$ cat src/rtl/msum_seq_pkg.sv
`default_nettype none
// ============================================================================
//  Module      : msum_seq_pkg
//  Description : Shared types and constants for the multi-operand sequential
//                summer: operand width and the controller state encoding.
//  Revision    : 1.0 - initial release
// ============================================================================
package msum_seq_pkg;

    localparam int OP_W = 8;

    typedef enum logic [2:0] {
        IDLE   = 3'd0,
        GATHER = 3'd1,
        ISSUE  = 3'd2,
        WAIT   = 3'd3,
        DONE   = 3'd4
    } state_t;

endpackage : msum_seq_pkg
`default_nettype wire

$ cat src/rtl/msum_seq.sv
`default_nettype none
// ============================================================================
//  Module      : msum_seq
//  Description : Sums a burst of up to 2^CNT_W-1 byte operands by gathering
//                them in pairs and issuing each pair, together with the low
//                byte of the running total, to an external 3-input adder.
//                The adder carry is folded into the upper accumulator bits.
//  Revision    : 1.0 - initial release
// ============================================================================
module msum_seq
    import msum_seq_pkg::*;
#(
    parameter int CNT_W = 4
) (
    input  logic                  clk,
    input  logic                  rst,
    input  logic                  start,
    input  logic [CNT_W-1:0]      count,
    input  logic                  op_valid,
    input  logic [OP_W-1:0]       op_data,
    output logic                  op_ready,
    output logic [OP_W-1:0]       add_a,
    output logic [OP_W-1:0]       add_b,
    output logic [OP_W-1:0]       add_c,
    output logic                  add_en,
    input  logic [OP_W-1:0]       add_sum,
    input  logic [1:0]            add_cy,
    output logic                  busy,
    output logic                  done,
    output logic [OP_W+CNT_W-1:0] result
);

    localparam int ACC_W = OP_W + CNT_W;

    state_t             r_state;
    state_t             w_state_next;
    logic [CNT_W-1:0]   r_rem;
    logic [1:0]         r_held;
    logic [OP_W-1:0]    r_op0;
    logic [OP_W-1:0]    r_op1;
    logic [ACC_W-1:0]   r_acc;

    logic               w_xfer;
    logic [1:0]         w_held_inc;
    logic [CNT_W+1:0]   w_held_x;
    logic [CNT_W+1:0]   w_inc_x;
    logic [CNT_W+1:0]   w_rem_x;
    logic [CNT_W-1:0]   w_rem_left;

    // Held-count arithmetic widened so it compares cleanly against remaining
    assign w_xfer     = op_valid & op_ready;
    assign w_held_inc = r_held + 2'd1;
    assign w_held_x   = {{CNT_W{1'b0}}, r_held};
    assign w_inc_x    = {{CNT_W{1'b0}}, w_held_inc};
    assign w_rem_x    = {2'b00, r_rem};
    assign w_rem_left = r_rem - CNT_W'(r_held);

    // The total is presented straight from the accumulator; it only changes
    // during a burst, so it holds between done and the next start.
    assign result = r_acc;

    // State register
    always_ff @(posedge clk) begin
        if (rst) begin
            r_state <= IDLE;
        end else begin
            r_state <= w_state_next;
        end
    end

    // Next-state and Moore/handshake outputs
    always_comb begin
        w_state_next = r_state;
        op_ready     = 1'b0;
        add_en       = 1'b0;
        add_a        = '0;
        add_b        = '0;
        add_c        = '0;
        busy         = 1'b1;
        done         = 1'b0;
        case (r_state)
            IDLE: begin
                busy = 1'b0;
                if (start) begin
                    w_state_next = (count != '0) ? GATHER : DONE;
                end
            end
            GATHER: begin
                op_ready = (r_held < 2'd2) && (w_held_x < w_rem_x);
                // Leave as soon as the accepting transfer fills the pair or
                // exhausts the burst, so ISSUE follows the last transfer.
                if (w_xfer && ((w_held_inc == 2'd2) || (w_inc_x == w_rem_x))) begin
                    w_state_next = ISSUE;
                end
            end
            ISSUE: begin
                add_en       = 1'b1;
                add_a        = r_acc[OP_W-1:0];
                add_b        = r_op0;
                add_c        = (r_held == 2'd2) ? r_op1 : '0;
                w_state_next = WAIT;
            end
            WAIT: begin
                w_state_next = (w_rem_left == '0) ? DONE : GATHER;
            end
            DONE: begin
                done         = 1'b1;
                w_state_next = IDLE;
            end
            default: begin
                w_state_next = IDLE;
            end
        endcase
    end

    // Operand slots, remaining count and accumulator
    always_ff @(posedge clk) begin
        if (rst) begin
            r_rem  <= '0;
            r_held <= '0;
            r_op0  <= '0;
            r_op1  <= '0;
            r_acc  <= '0;
        end else begin
            case (r_state)
                IDLE: begin
                    if (start) begin
                        r_rem  <= count;
                        r_held <= '0;
                        r_acc  <= '0;
                    end
                end
                GATHER: begin
                    if (w_xfer) begin
                        if (r_held == 2'd0) begin
                            r_op0 <= op_data;
                        end else begin
                            r_op1 <= op_data;
                        end
                        r_held <= w_held_inc;
                    end
                end
                WAIT: begin
                    r_acc[OP_W-1:0]     <= add_sum;
                    r_acc[ACC_W-1:OP_W] <= r_acc[ACC_W-1:OP_W] + CNT_W'(add_cy);
                    r_rem               <= w_rem_left;
                    r_held              <= '0;
                end
                default: begin
                end
            endcase
        end
    end

endmodule : msum_seq
`default_nettype wire

$ cat config.mk
export PLATFORM = sky130hd
export DESIGN_NAME = msum_seq
export DESIGN_NICKNAME = d
export VERILOG_FILES = /design/src/rtl/msum_seq_pkg.sv /design/src/rtl/msum_seq.sv
export SDC_FILE = /design/constraint.sdc
export NUM_CORES = 1
export LEC_CHECK = 0
export BUFFER_PORTS_ARGS = -buffer_cell sky130_fd_sc_hd__buf_2
export CAP_MARGIN = 20
export CORE_UTILIZATION = 50
export CTS_CLUSTER_SIZE = 28
export DETAILED_ROUTE_END_ITERATION = 10
export PLACE_DENSITY = 0.79
export SKIP_LAST_GASP = 1
export SYNTH_ARGS = -nofsm -noshare
export SYNTH_HDL_FRONTEND = slang
export SYNTH_SLANG_ARGS = --single-unit
$ cat constraint.sdc
create_clock -name clk -period 2.3 [get_ports clk]
set_input_delay 0.575 -clock clk [delete_from_list [all_inputs] [get_ports clk]]
set_output_delay 0.575 -clock clk [all_outputs]
set_load 0.05 [all_outputs]
==> run summary, run 1 <==
Status = complete, but fails checks
Failing checks = setup timing
Nets = 331
Clock Tree Buf Depth = 2
Fin crit share = 101%
Syn-to-layout area delta = 31.6%
Post-DP HPWL = 3.36 mm
Hold Vio Cnt, Final = 0
DRC = 0
Min Tclk post-route = 2330 ps
Area of the multi-input gates = 1230 µm²
Worst r2r path cells = 10
Fillers = 318
Initial drt markers = 126
Cell family with most CP delay = adder cells
Worst Hold Class = reg -> reg
Lkg Pwr = 1.27 nW
Syn Inst Count = 222
Final Util = 70.5%
Clk sinks = 37
PortBufs = 65
Number of routed nets with antenna violations = 0
Flop2flop setup slack = 120 ps
Most frequent cells in the layout = buf_2, dfxtp_1, nand2b_1
Final Max Tran Viols = 0
Die height = 65.3 µm
DRT Pass-1 Iters = 4
Initial Util = 53.6%
DR vias = 1887
Vias in the first global route = 1775
Io pins = 66
Vias per cell = 5.47
CTS H-tree depth = 2
First-pass GRT wire length = 8.11 mm
RD Place Congestion = 0.823
Required @ worst endpoint = 1730 ps
CP most frequent cell = nor3_2
Drt wl/cell = 14.1 µm
Die W = 65.3 µm
Achievable frequency = 0.429 GHz
Pwr Total = 1.87 mW
End of the worst register-to-register path = r_op1[2]
CP peak stage delay = 410 ps
RSZ-0062 raised after global routing = yes
Commonest non-fill, non-tap cell in the layout = buf_2
Total CTS buffers = 5
Ys Warns = 0
Cell Area, Synth = 2010 µm²
Buffers plus inverters on the worst setup path = 2
Grt total ovfl = 0
Layout Skew = 6.26 ps
CP Class = reg -> out
Post-synth cell types = 42
CP endpoint kind = primary output
Setup WS post-layout = -32.1 ps
Max cap viols = 0
Sequential cell area = 748 µm²
Largest net degree at the start of global routing = 44
Syn avg cell area = 9.03 µm²
Skew-Pair Late Insertion Delay = 290 ps
Crit path cell chain = inv_1, fa_2, a21oi_2, nor3_2, nor3_2, buf_6
Die ar. = 4270 µm²
Crit path launch type = flip-flop
Seq/Total Area, Yosys = 36.9%
Max-Slew Margin vs Limit = 52.5%
Hold-fix buffer count after cts = 0
Hold path start = result[11]
Syn nets = 257
Antenna violations before repair = 0
Final wirelength = 4.86 mm
Setup_tns = -32.1 ps
Synth Register Bits = 37
CP max FO = 4
RR Startpoint = r_rem[1]
Core area = 3740 µm²
Row count = 22
CTS tree = yes
Worst vdd ir = 0.000464 V
WHS Path Cells = 1
Worst-margin pin slew = 712 ps
Pwr dens = 710 nW/µm²
Crit-path slowest cell = fa_2
Crit path arrival time = 1760 ps
Antenna diode count = 0
Layout cells sized above 1 = 35.4%
Tot GR Track Use = 24.7%
Hold Path Sink = result[11]
CTS root buffer = clkbuf_8
Clock slew at reported path FFs = 70 ps
Setup Viol. Count Final = 1
[through the flow]
step	cells	instance area [µm²]	hold slack, ps	setup WS, ps
3_5_place_dp	331	2410	462	76.3
4_1_cts	343	2580	474	-113
3_3_place_gp	331	2410	448	144
5_1_grt	345	2640	494	-89.0
2_1_floorplan	222	2010	444	-193
6_report	345	2640	465	-32.1
[kinds of logic after synthesis]
| group | share of synthesized area, % |
|---|---|
| mux | 7.98 |
| fa+ha+maj | 6.36 |
| buf+inv | 4.43 |
| xor+xnor | 1.31 |
| simple gates | 29.3 |
| compound gates | 13.7 |
| flops | 36.9 |
[Yosys cell counts]
library cell,instances,share of area (%)
xor2_1,1,0.44
or3_1,1,0.31
o32ai_1,2,0.87
a21oi_1,7,1.7
fa_1,2,2.0
and3b_1,1,0.44
nand2b_1,25,7.8
nor3b_1,1,0.37
nand3_2,1,0.50
mux2i_1,16,8.0
o21bai_2,1,0.56
or4_4,1,0.56
a2111oi_0,1,0.44
a21oi_2,1,0.44
nor2_1,19,3.6
buf_2,5,1.2
ha_1,7,4.4
nor4_1,2,0.62
nor3_1,6,1.5
o311ai_2,1,0.81
a22oi_1,10,3.7
and3_1,10,3.1
a221o_1,1,0.50
a31oi_1,2,0.62
a2bb2oi_1,1,0.44
o21ai_0,2,0.50
o311a_1,1,0.50
nand4_1,2,0.62
nor3_4,2,1.6
nor2b_1,2,0.62
dfxtp_1,37,37
or2_2,1,0.31
nand2_1,9,1.7
and2_1,18,5.6
buf_6,1,0.56
a211oi_1,2,0.75
a222oi_1,2,1.0
o31a_1,1,0.44
clkbuf_1,6,1.1
xnor2_1,2,0.87
a21o_1,1,0.37
inv_1,8,1.5
[repair_timing]
action / CTS / global route
endpoints found under the setup margin: 1 / 21
buffers inserted: 4 / 3
pin swaps: 4 / 6
gates resized for setup: 11 / 4
[layout make-up]
class / instances / share of cell area (%)
clock buffer: 6 / 2.75
sequential: 37 / 28.4
tap: 48 / 2.28
inverter: 8 / 1.14
timing repair buffer: 79 / 17.5
clock inverter: 2 / 1.47
multi-input combinational: 165 / 46.5
[flip-flops by register name, summed over array words and instances (netlist names)]
register	flops
r_held	2
r_op1	8
result	12
r_op0	8
r_state	3
r_rem	4
[metal layers]
metal	wire (µm)	GRT usage [%]	vias to the layer above
met5	0	0	-
met4	99	7.34	0
met3	327	7.47	13
met2	2360	40.2	72
met1	2070	31.3	871
li1	-	-	931
[how the worst max path moves through the flow]
stage                         from  endpoint  slack [ps]  depth (start not counted)
final                     r_rem[1]  op_ready         -30                          6
after global routing      r_rem[0]  op_ready         -90                          7
after CTS                 r_rem[0]  op_ready        -110                          7
after detailed placement  r_rem[0]  op_ready          80                          7
after global placement    r_rem[0]  op_ready         140                          7
after floorplan           r_rem[0]  op_ready        -190                          6
[power by group]
group          switching, mW  internal [mW]  leakage [nW]  total [mW]
Clock                  0.237          0.325        0.0554       0.562
Combinational          0.364          0.222         0.909       0.586
Sequential            0.0551          0.671         0.301       0.726
Note: power is estimated with default switching activity, not from simulation.
==> run 2: changes to the inputs <==
--- a/config.mk
+++ b/config.mk
@@ -5,12 +5,13 @@
 export SDC_FILE = /design/constraint.sdc
 export NUM_CORES = 1
 export LEC_CHECK = 0
+export ABC_AREA = 1
 export BUFFER_PORTS_ARGS = -buffer_cell sky130_fd_sc_hd__buf_2
 export CAP_MARGIN = 20
 export CORE_UTILIZATION = 50
 export CTS_CLUSTER_SIZE = 28
 export DETAILED_ROUTE_END_ITERATION = 10
-export PLACE_DENSITY = 0.79
+export PLACE_DENSITY = 0.78
 export SKIP_LAST_GASP = 1
 export SYNTH_ARGS = -nofsm -noshare
 export SYNTH_HDL_FRONTEND = slang
==> run 2 against run 1 <==
Against the previous run:
- the flow now finishes without violations
- synthesized area increased by 5.9%
- design area increased by 10%
- routed wire length fell by 3.2%
- core utilization grew 1.7 points
- fmax increased by 2.8%
- register-to-register slack improved by 260 ps
- cell count is 25% higher
- non-clock buffer count shrank 7
- critical path depth grew 2
- global-route usage shrank 1.5 points
- largest cell class unchanged
- sequential power grew 14%
- highest routed layer unchanged
- first-iteration DRC count decreased by 13%
==> run summary, run 2 <==
Power share of the combinational group = 51.4% (was 31.3%)
Post-DP HPWL = 3.42 mm (was 3.36 mm)
CP max FO = 3 (was 4)
Synth Register Bits = 37 (unchanged)
Synth area leader = dfxtp_1 (unchanged)
Syn nets = 345 (was 257)
Syn avg cell area = 6.85 µm² (was 9.03 µm²)
Worst-margin pin slew = 623 ps (was 712 ps)
Setup Viol. Count Final = 0 (was 1)
Yosys top cell area share = 34.9% (was 36.9%)
Core area = 4030 µm² (was 3740 µm²)
CTS tree = yes (unchanged)
Hold Path Sink = result[0] (was result[11])
Commonest non-fill, non-tap cell in the layout = nand2_1 (was buf_2)
Max-Slew Margin vs Limit = 58.4% (was 52.5%)
Seq/Total Area, Yosys = 34.9% (was 36.9%)
Most frequent cells in the layout = nand2_1, buf_2, nor2_1 (was buf_2, dfxtp_1, nand2b_1)
Switching share of power = 43.8% (was 35.0%)
Total CTS buffers = 5 (unchanged)
Tot GR Track Use = 23.3% (was 24.7%)
Largest net degree at the start of global routing = 25 (was 44)
Cell family with most CP delay = adder cells (unchanged)
Most numerous cell in the Yosys netlist = nand2_1 (was dfxtp_1)
Worst r2r path cells = 12 (was 10)
Worst vdd ir = 0.000431 V (was 0.000464 V)
Vias per cell = 4.71 (was 5.47)
Final Util = 72.2% (was 70.5%)
Top post-synthesis cells by count = nand2_1, nor2_1, inv_1, dfxtp_1 (was dfxtp_1, nand2b_1, nor2_1, and2_1, mux2i_1)
Flop2flop setup slack = 380 ps (was 120 ps)
CP Class = reg -> out (unchanged)
Clock Power Share = 20.3% (was 30.0%)
Hold Vio Cnt, Final = 0 (unchanged)
Vias in the first global route = 1824 (was 1775)
Post-synth cell types = 33 (was 42)
Most area-consuming cells after synthesis = dfxtp_1, nand2_1, nor2_1 (was dfxtp_1, mux2i_1, nand2b_1)
Layout cells sized above 1 = 40.3% (was 35.4%)
PortBufs = 65 (unchanged)
Initial Util = 52.7% (was 53.6%)
Clk sinks = 37 (unchanged)
WHS Path Cells = 2 (was 1)
Number of routed nets with antenna violations = 0 (unchanged)
Hold path start = result[0] (was result[11])
Final Max Tran Viols = 0 (unchanged)
Syn-to-layout area delta = 36.9% (was 31.6%)
Crit-path slowest cell = dfxtp_4 (was fa_2)
Top_reg_cell synth = dfxtp_1 (unchanged)
Crit path cell chain = ha_4, fa_2, inv_2, nand2_2, nand2_2, nand2_4, nor2_8, buf_8 (was inv_1, fa_2, a21oi_2, nor3_2, nor3_2, buf_6)
Drt wl/cell = 10.9 µm (was 14.1 µm)
Number of flip-flops under the largest register name = 12 (unchanged)
Die ar. = 4510 µm² (was 4270 µm²)
RR Startpoint = r_held[0] (was r_rem[1])
Switch Pwr = 1.28 mW (was 656 µW)
DR vias = 2026 (was 1887)
Die W = 67.2 µm (was 65.3 µm)
End of the worst register-to-register path = r_op1[6] (was r_op1[2])
Async S/R FF share, synth = 0% (unchanged)
Pwr dens = 1010 nW/µm² (was 710 nW/µm²)
Grt total ovfl = 0 (unchanged)
Required @ worst endpoint = 1730 ps (about the same)
CP most frequent cell = nand2_2 (was nor3_2)
Pint = 1.65 mW (was 1.22 mW)
Clock slew at reported path FFs = 80 ps (was 70 ps)
Final wirelength = 4.71 mm (was 4.86 mm)
Max cap viols = 0 (unchanged)
Antenna diode count = 0 (unchanged)
Row count = 23 (was 22)
Skew-Pair Late Insertion Delay = 290 ps (about the same)
CTS H-tree depth = 2 (unchanged)
Achievable frequency = 0.441 GHz (was 0.429 GHz)
Io pins = 66 (unchanged)
CP endpoint kind = primary output (unchanged)
Clock Tree Buf Depth = 2 (unchanged)
First-pass GRT wire length = 7.89 mm (was 8.11 mm)
DRC = 0 (unchanged)
Initial drt markers = 110 (was 126)
Crit path launch type = flip-flop (unchanged)
Ys Warns = 0 (unchanged)
Pwr Total = 2.93 mW (was 1.87 mW)
CP peak stage delay = 360 ps (was 410 ps)
Status = completed (was complete, but fails checks)
Fin crit share = 98.7% (was 101%)
Antenna violations before repair = 0 (unchanged)
Cell Area, Synth = 2120 µm² (was 2010 µm²)
Crit path arrival time = 1690 ps (was 1760 ps)
Min Tclk post-route = 2270 ps (was 2330 ps)
RSZ-0062 raised after global routing = yes (unchanged)
Layout Skew = 2.23 ps (was 6.26 ps)
Die height = 67.2 µm (was 65.3 µm)
RD Place Congestion = 0.906 (was 0.823)
CTS root buffer = clkbuf_8 (unchanged)
Register share of total power = 28.2% (was 38.7%)
Worst Hold Class = reg -> reg (unchanged)
Nets = 414 (was 331)
Buffers plus inverters on the worst setup path = 2 (unchanged)
Syn Inst Count = 310 (was 222)
Lkg Pwr = 1.46 nW (was 1.27 nW)
EDFF count, synth = 0 (unchanged)
DRT Pass-1 Iters = 4 (unchanged)
==> run 2: cell types whose count changed in the layout (fill, tap and decap cells not counted), moves of 17 or more <==
cell      change
nand2_1      +67
nor2_4       +17
nand2b_1     -25
and2_1       -18
inv_1        +32
nor2_1       +31
==> run 2: area by class of cell <==
class | count | area (µm²)
Sequential cell | 37 | 751
Clock buffer | 6 | 82.6
Clock inverter | 2 | 37.5
Fill cell | 334 | 1120
Timing Repair Buffer | 72 | 433
Inverter | 48 | 186
Tap cell | 50 | 62.6
Multi-Input combinational cell | 215 | 1360
==> run 2: cells by family (layout without fill, tap and decap cells) <==
logic type | count (synthesis) | count (layout) | share of synthesized area, %
flip-flops | 37 | 37 | 34.9
AO/OA/AOI/OAI | 26 | 26 | 8.54
AND/OR/NAND/NOR | 177 | 177 | 37.8
XOR/XNOR | 3 | 3 | 1.24
adder cells (fa/ha/maj) | 9 | 9 | 6.01
buffers and inverters | 58 | 128 | 11.5
==> run 2: routing by layer <==
| layer | GRT usage [%] | share of wire [%] | up-vias |
|---|---|---|---|
| li1 | - | - | 1070 |
| met1 | 28.7 | 47 | 890 |
| met2 | 39.8 | 47 | 57 |
| met3 | 5.41 | 5.0 | 9 |
| met4 | 7.18 | 1.8 | 0 |
| met5 | 0 | 0 | - |
==> run 2: power by group through the flow <==
stage	Combinational, mW	Sequential, mW	Clock, mW
after floorplan	1.09	0.832	0
after global placement	1.29	0.820	0
after detailed placement	1.31	0.829	0
after CTS	1.43	0.825	0.606
after global routing	1.68	0.843	0.637
final	1.51	0.828	0.597
==> run 2: metrics by stage <==
| step | hold slack (ps) | TNS (ps) | instance area [µm²] | setup WS, ps | cells |
|---|---|---|---|---|---|
| final | 481 | 0 | 2910 | 30.5 | 430 |
| after global routing | 501 | -44.4 | 2910 | -32.2 | 430 |
| after CTS | 480 | -8.49 | 2860 | -8.49 | 428 |
| after detailed placement | 468 | 0 | 2680 | 115 | 418 |
| after global placement | 466 | 0 | 2680 | 151 | 418 |
| after floorplan | 460 | -166 | 2340 | -77.8 | 310 |
==> run 2: timing repair <==
item	in CTS	in global routing
cloned	0	0
setup endpoints to repair	6	9
pin swaps	3	1
endpoints found under the hold margin	0	0
resized for setup	14	12
setup buffers	2	2
hold buffers	0	0
==> run 2: worst max path at each step <==
stage	cells past startpoint	start	end	slack [ps]
finish	8	r_held[0]	op_ready	30
global route	9	r_rem[0]	op_ready	-30
floorplan	5	r_state[1]	add_c[3]	-80
global placement	9	r_rem[0]	op_ready	150
detailed placement	9	r_rem[0]	op_ready	120
CTS	8	r_held[0]	op_ready	-8
==> run 2: worst min-delay path: cells and delay by family (launching register included) <==
kind | cells | cell delay, ps
AOI/OAI and AO/OA | 1 | 50
DFF | 1 | 320
and+or+nand+nor | 1 | 60
==> run 3: changes to the inputs <==
--- a/config.mk
+++ b/config.mk
@@ -8,10 +8,12 @@
 export ABC_AREA = 1
 export BUFFER_PORTS_ARGS = -buffer_cell sky130_fd_sc_hd__buf_2
 export CAP_MARGIN = 20
-export CORE_UTILIZATION = 50
+export CELL_PAD_IN_SITES_DETAIL_PLACEMENT = 1
+export CELL_PAD_IN_SITES_GLOBAL_PLACEMENT = 2
+export CORE_UTILIZATION = 27
 export CTS_CLUSTER_SIZE = 28
 export DETAILED_ROUTE_END_ITERATION = 10
-export PLACE_DENSITY = 0.78
+export PLACE_DENSITY_LB_ADDON = 0.1
 export SKIP_LAST_GASP = 1
 export SYNTH_ARGS = -nofsm -noshare
 export SYNTH_HDL_FRONTEND = slang
==> run 3 against run 2 <==
Against the previous run:
- sequential power barely moved
- cell count rose by 12%
- global-route usage down 8.5 points
- worst hold slack about the same
- sequential cell count unchanged
- non-clock buffer count grew 4
- design area rose by 2.1%
- clock power fell by 23%
- routed wire length is 20% higher
- worst setup slack worse by 2.1 ps
- sequential share of layout area is 0.61 points lower
==> run summary, run 3 (synthesis gave the netlist of run 2 again) <==
RR Startpoint = r_rem[0] (was r_held[0])
Lkg Pwr = 1.47 nW (was 1.46 nW)
Achievable frequency = 0.440 GHz (was 0.441 GHz)
DR vias = 2090 (was 2026)
Clk sinks = 37 (unchanged)
Syn-to-layout area delta = 39.7% (was 36.9%)
RD Place Congestion = 0.728 (was 0.906)
Die W = 90.7 µm (was 67.2 µm)
Post-DP HPWL = 4.21 mm (was 3.42 mm)
Final Max Tran Viols = 0 (unchanged)
Crit path arrival time = 1700 ps (was 1690 ps)
End of the worst register-to-register path = r_op1[2] (was r_op1[6])
Required @ worst endpoint = 1730 ps (about the same)
Met1 GRT Util = 18.5% (was 28.7%)
Setup Viol. Count Final = 0 (unchanged)
CP Class = reg -> out (unchanged)
PortBufs = 65 (unchanged)
Grt total ovfl = 0 (unchanged)
Max-Slew Margin vs Limit = 80.1% (was 58.4%)
Antenna diode count = 0 (unchanged)
Hold Vio Cnt, Final = 0 (unchanged)
Max cap viols = 0 (unchanged)
Layout cells sized above 1 = 40.9% (was 40.3%)
Skew-Pair Late Insertion Delay = 290 ps (about the same)
Final wirelength = 5.63 mm (was 4.71 mm)
Row count = 31 (was 23)
Initial Util = 28.5% (was 52.7%)
Tot GR Track Use = 14.7% (was 23.3%)
Hold path start = result[4] (was result[0])
Total CTS buffers = 5 (unchanged)
Post-place setup slack = 97.0 ps (was 115 ps)
RSZ-0062 raised after global routing = yes (unchanged)
CTS tree = yes (unchanged)
Vias in the first global route = 2113 (was 1824)
Crit path launch type = flip-flop (unchanged)
Fillers = 970 (was 334)
Gr busiest metal = met2 (unchanged)
Clock slew at reported path FFs = 80 ps (about the same)
Core area = 7450 µm² (was 4030 µm²)
Worst r2r path cells = 13 (was 12)
Io pins = 66 (unchanged)
Layout Skew = 5.99 ps (was 2.23 ps)
Nets = 418 (was 414)
DRT Pass-1 Iters = 3 (was 4)
Critical Path Source = r_rem[0] (was r_held[0])
Pwr dens = 954 nW/µm² (was 1010 nW/µm²)
Largest net degree at the start of global routing = 25 (unchanged)
DRC = 0 (unchanged)
Crit path to = op_ready (unchanged)
Initial drt markers = 51 (was 110)
Clock Tree Buf Depth = 2 (unchanged)
Met2 Use GR = 25.3% (was 39.8%)
Most frequent cells in the layout = nand2_1, buf_2, nor2_1 (unchanged)
Number of flip-flops under the largest register name = 12 (unchanged)
Worst vdd ir = 0.000322 V (was 0.000431 V)
Vias per cell = 4.33 (was 4.71)
CTS root buffer = clkbuf_8 (unchanged)
Number of routed nets with antenna violations = 0 (unchanged)
Die height = 90.7 µm (was 67.2 µm)
Sequential cell area = 748 µm² (was 751 µm²)
CP max FO = 2 (was 3)
Met3 usage = 3.62% (was 5.41%)
Setup WS post-layout = 28.5 ps (was 30.5 ps)
Drt wl/cell = 11.6 µm (was 10.9 µm)
First-pass GRT wire length = 9.88 mm (was 7.89 mm)
Die ar. = 8230 µm² (was 4510 µm²)
CTS H-tree depth = 2 (unchanged)
Fin crit share = 98.8% (was 98.7%)
Min Tclk post-route = 2270 ps (about the same)
Worst Hold Class = reg -> reg (unchanged)
Worst-margin pin slew = 298 ps (was 623 ps)
Antenna violations before repair = 0 (unchanged)
Commonest non-fill, non-tap cell in the layout = nand2_1 (unchanged)
Area of the multi-input gates = 1360 µm² (unchanged)
Hold-fix buffer count after cts = 0 (unchanged)
CP endpoint kind = primary output (unchanged)
Flop2flop setup slack = 290 ps (was 380 ps)
Status = completed (unchanged)
Setup_tns = 0 ps (unchanged)
==> run 3: changes by cell type in the layout (fill, tap and decap cells not counted), sizes merged <==
cell	delta
buf	+6
bufinv	-1
clkbuf	-3
clkinv	+2
==> run 3: final cells by class <==
class | instances | share of cell area [%]
multi-input combinational | 215 | 45.7
sequential | 37 | 25.2
timing repair buffer | 76 | 15.8
inverter | 48 | 6.28
tap | 99 | 4.17
clock buffer | 5 | 2.32
clock inverter | 3 | 0.590
==> run 3: worst min-delay path by stage <==
stage	to	slack, ps	depth (start not counted)
2_1_floorplan	r_rem[0]	460	2
3_3_place_gp	r_rem[0]	470	2
3_5_place_dp	result[4]	470	2
4_1_cts	result[4]	490	2
5_1_grt	result[4]	510	2
6_report	result[4]	480	2
==> run 3: metrics by stage <==
stage | power, mW | hold slack, ps | util, % | instance area, µm² | std cells
3_3_place_gp | 2.18 | 471 | 36.9 | 2750 | 468
2_1_floorplan | 1.92 | 460 | - | 2340 | 310
3_5_place_dp | 2.19 | 474 | 36.9 | 2750 | 468
5_1_grt | 3.08 | 507 | 39.9 | 2970 | 483
4_1_cts | 2.77 | 489 | 38.7 | 2890 | 478
6_report | 2.83 | 481 | 39.9 | 2970 | 483
==> run 3: power breakdown <==
part           leakage, nW  switching (mW)  internal (mW)  total, mW
clock network       0.0439           0.247          0.209      0.457
logic                 1.12           0.981          0.568       1.55
registers            0.302          0.0798          0.745      0.825
==> run 3: layer usage <==
layer,part of all wire [%],routed length [µm],vias up
met5,0,0,-
met4,0.57,32,0
met3,4.9,274,2
met2,48,2690,44
met1,47,2630,964
li1,-,-,1080
==> run 3: critical path, cell delays in order (launching register included) <==
cell,delay [ps]
dfxtp_2,330
inv_2,40
ha_4,150
fa_2,350
inv_2,70
nand2_2,50
nand2_2,80
nand2_4,70
nor2_8,120
buf_8,150
==> run 3: timing repair <==
| action | 4_1_cts | 5_1_grt |
|---|---|---|
| setup buffers | 2 | 5 |
| gates resized for setup | 8 | 19 |
| gates cloned | 0 | 0 |
| setup endpoints to repair | 9 | 9 |
| pin swaps | 1 | 4 |
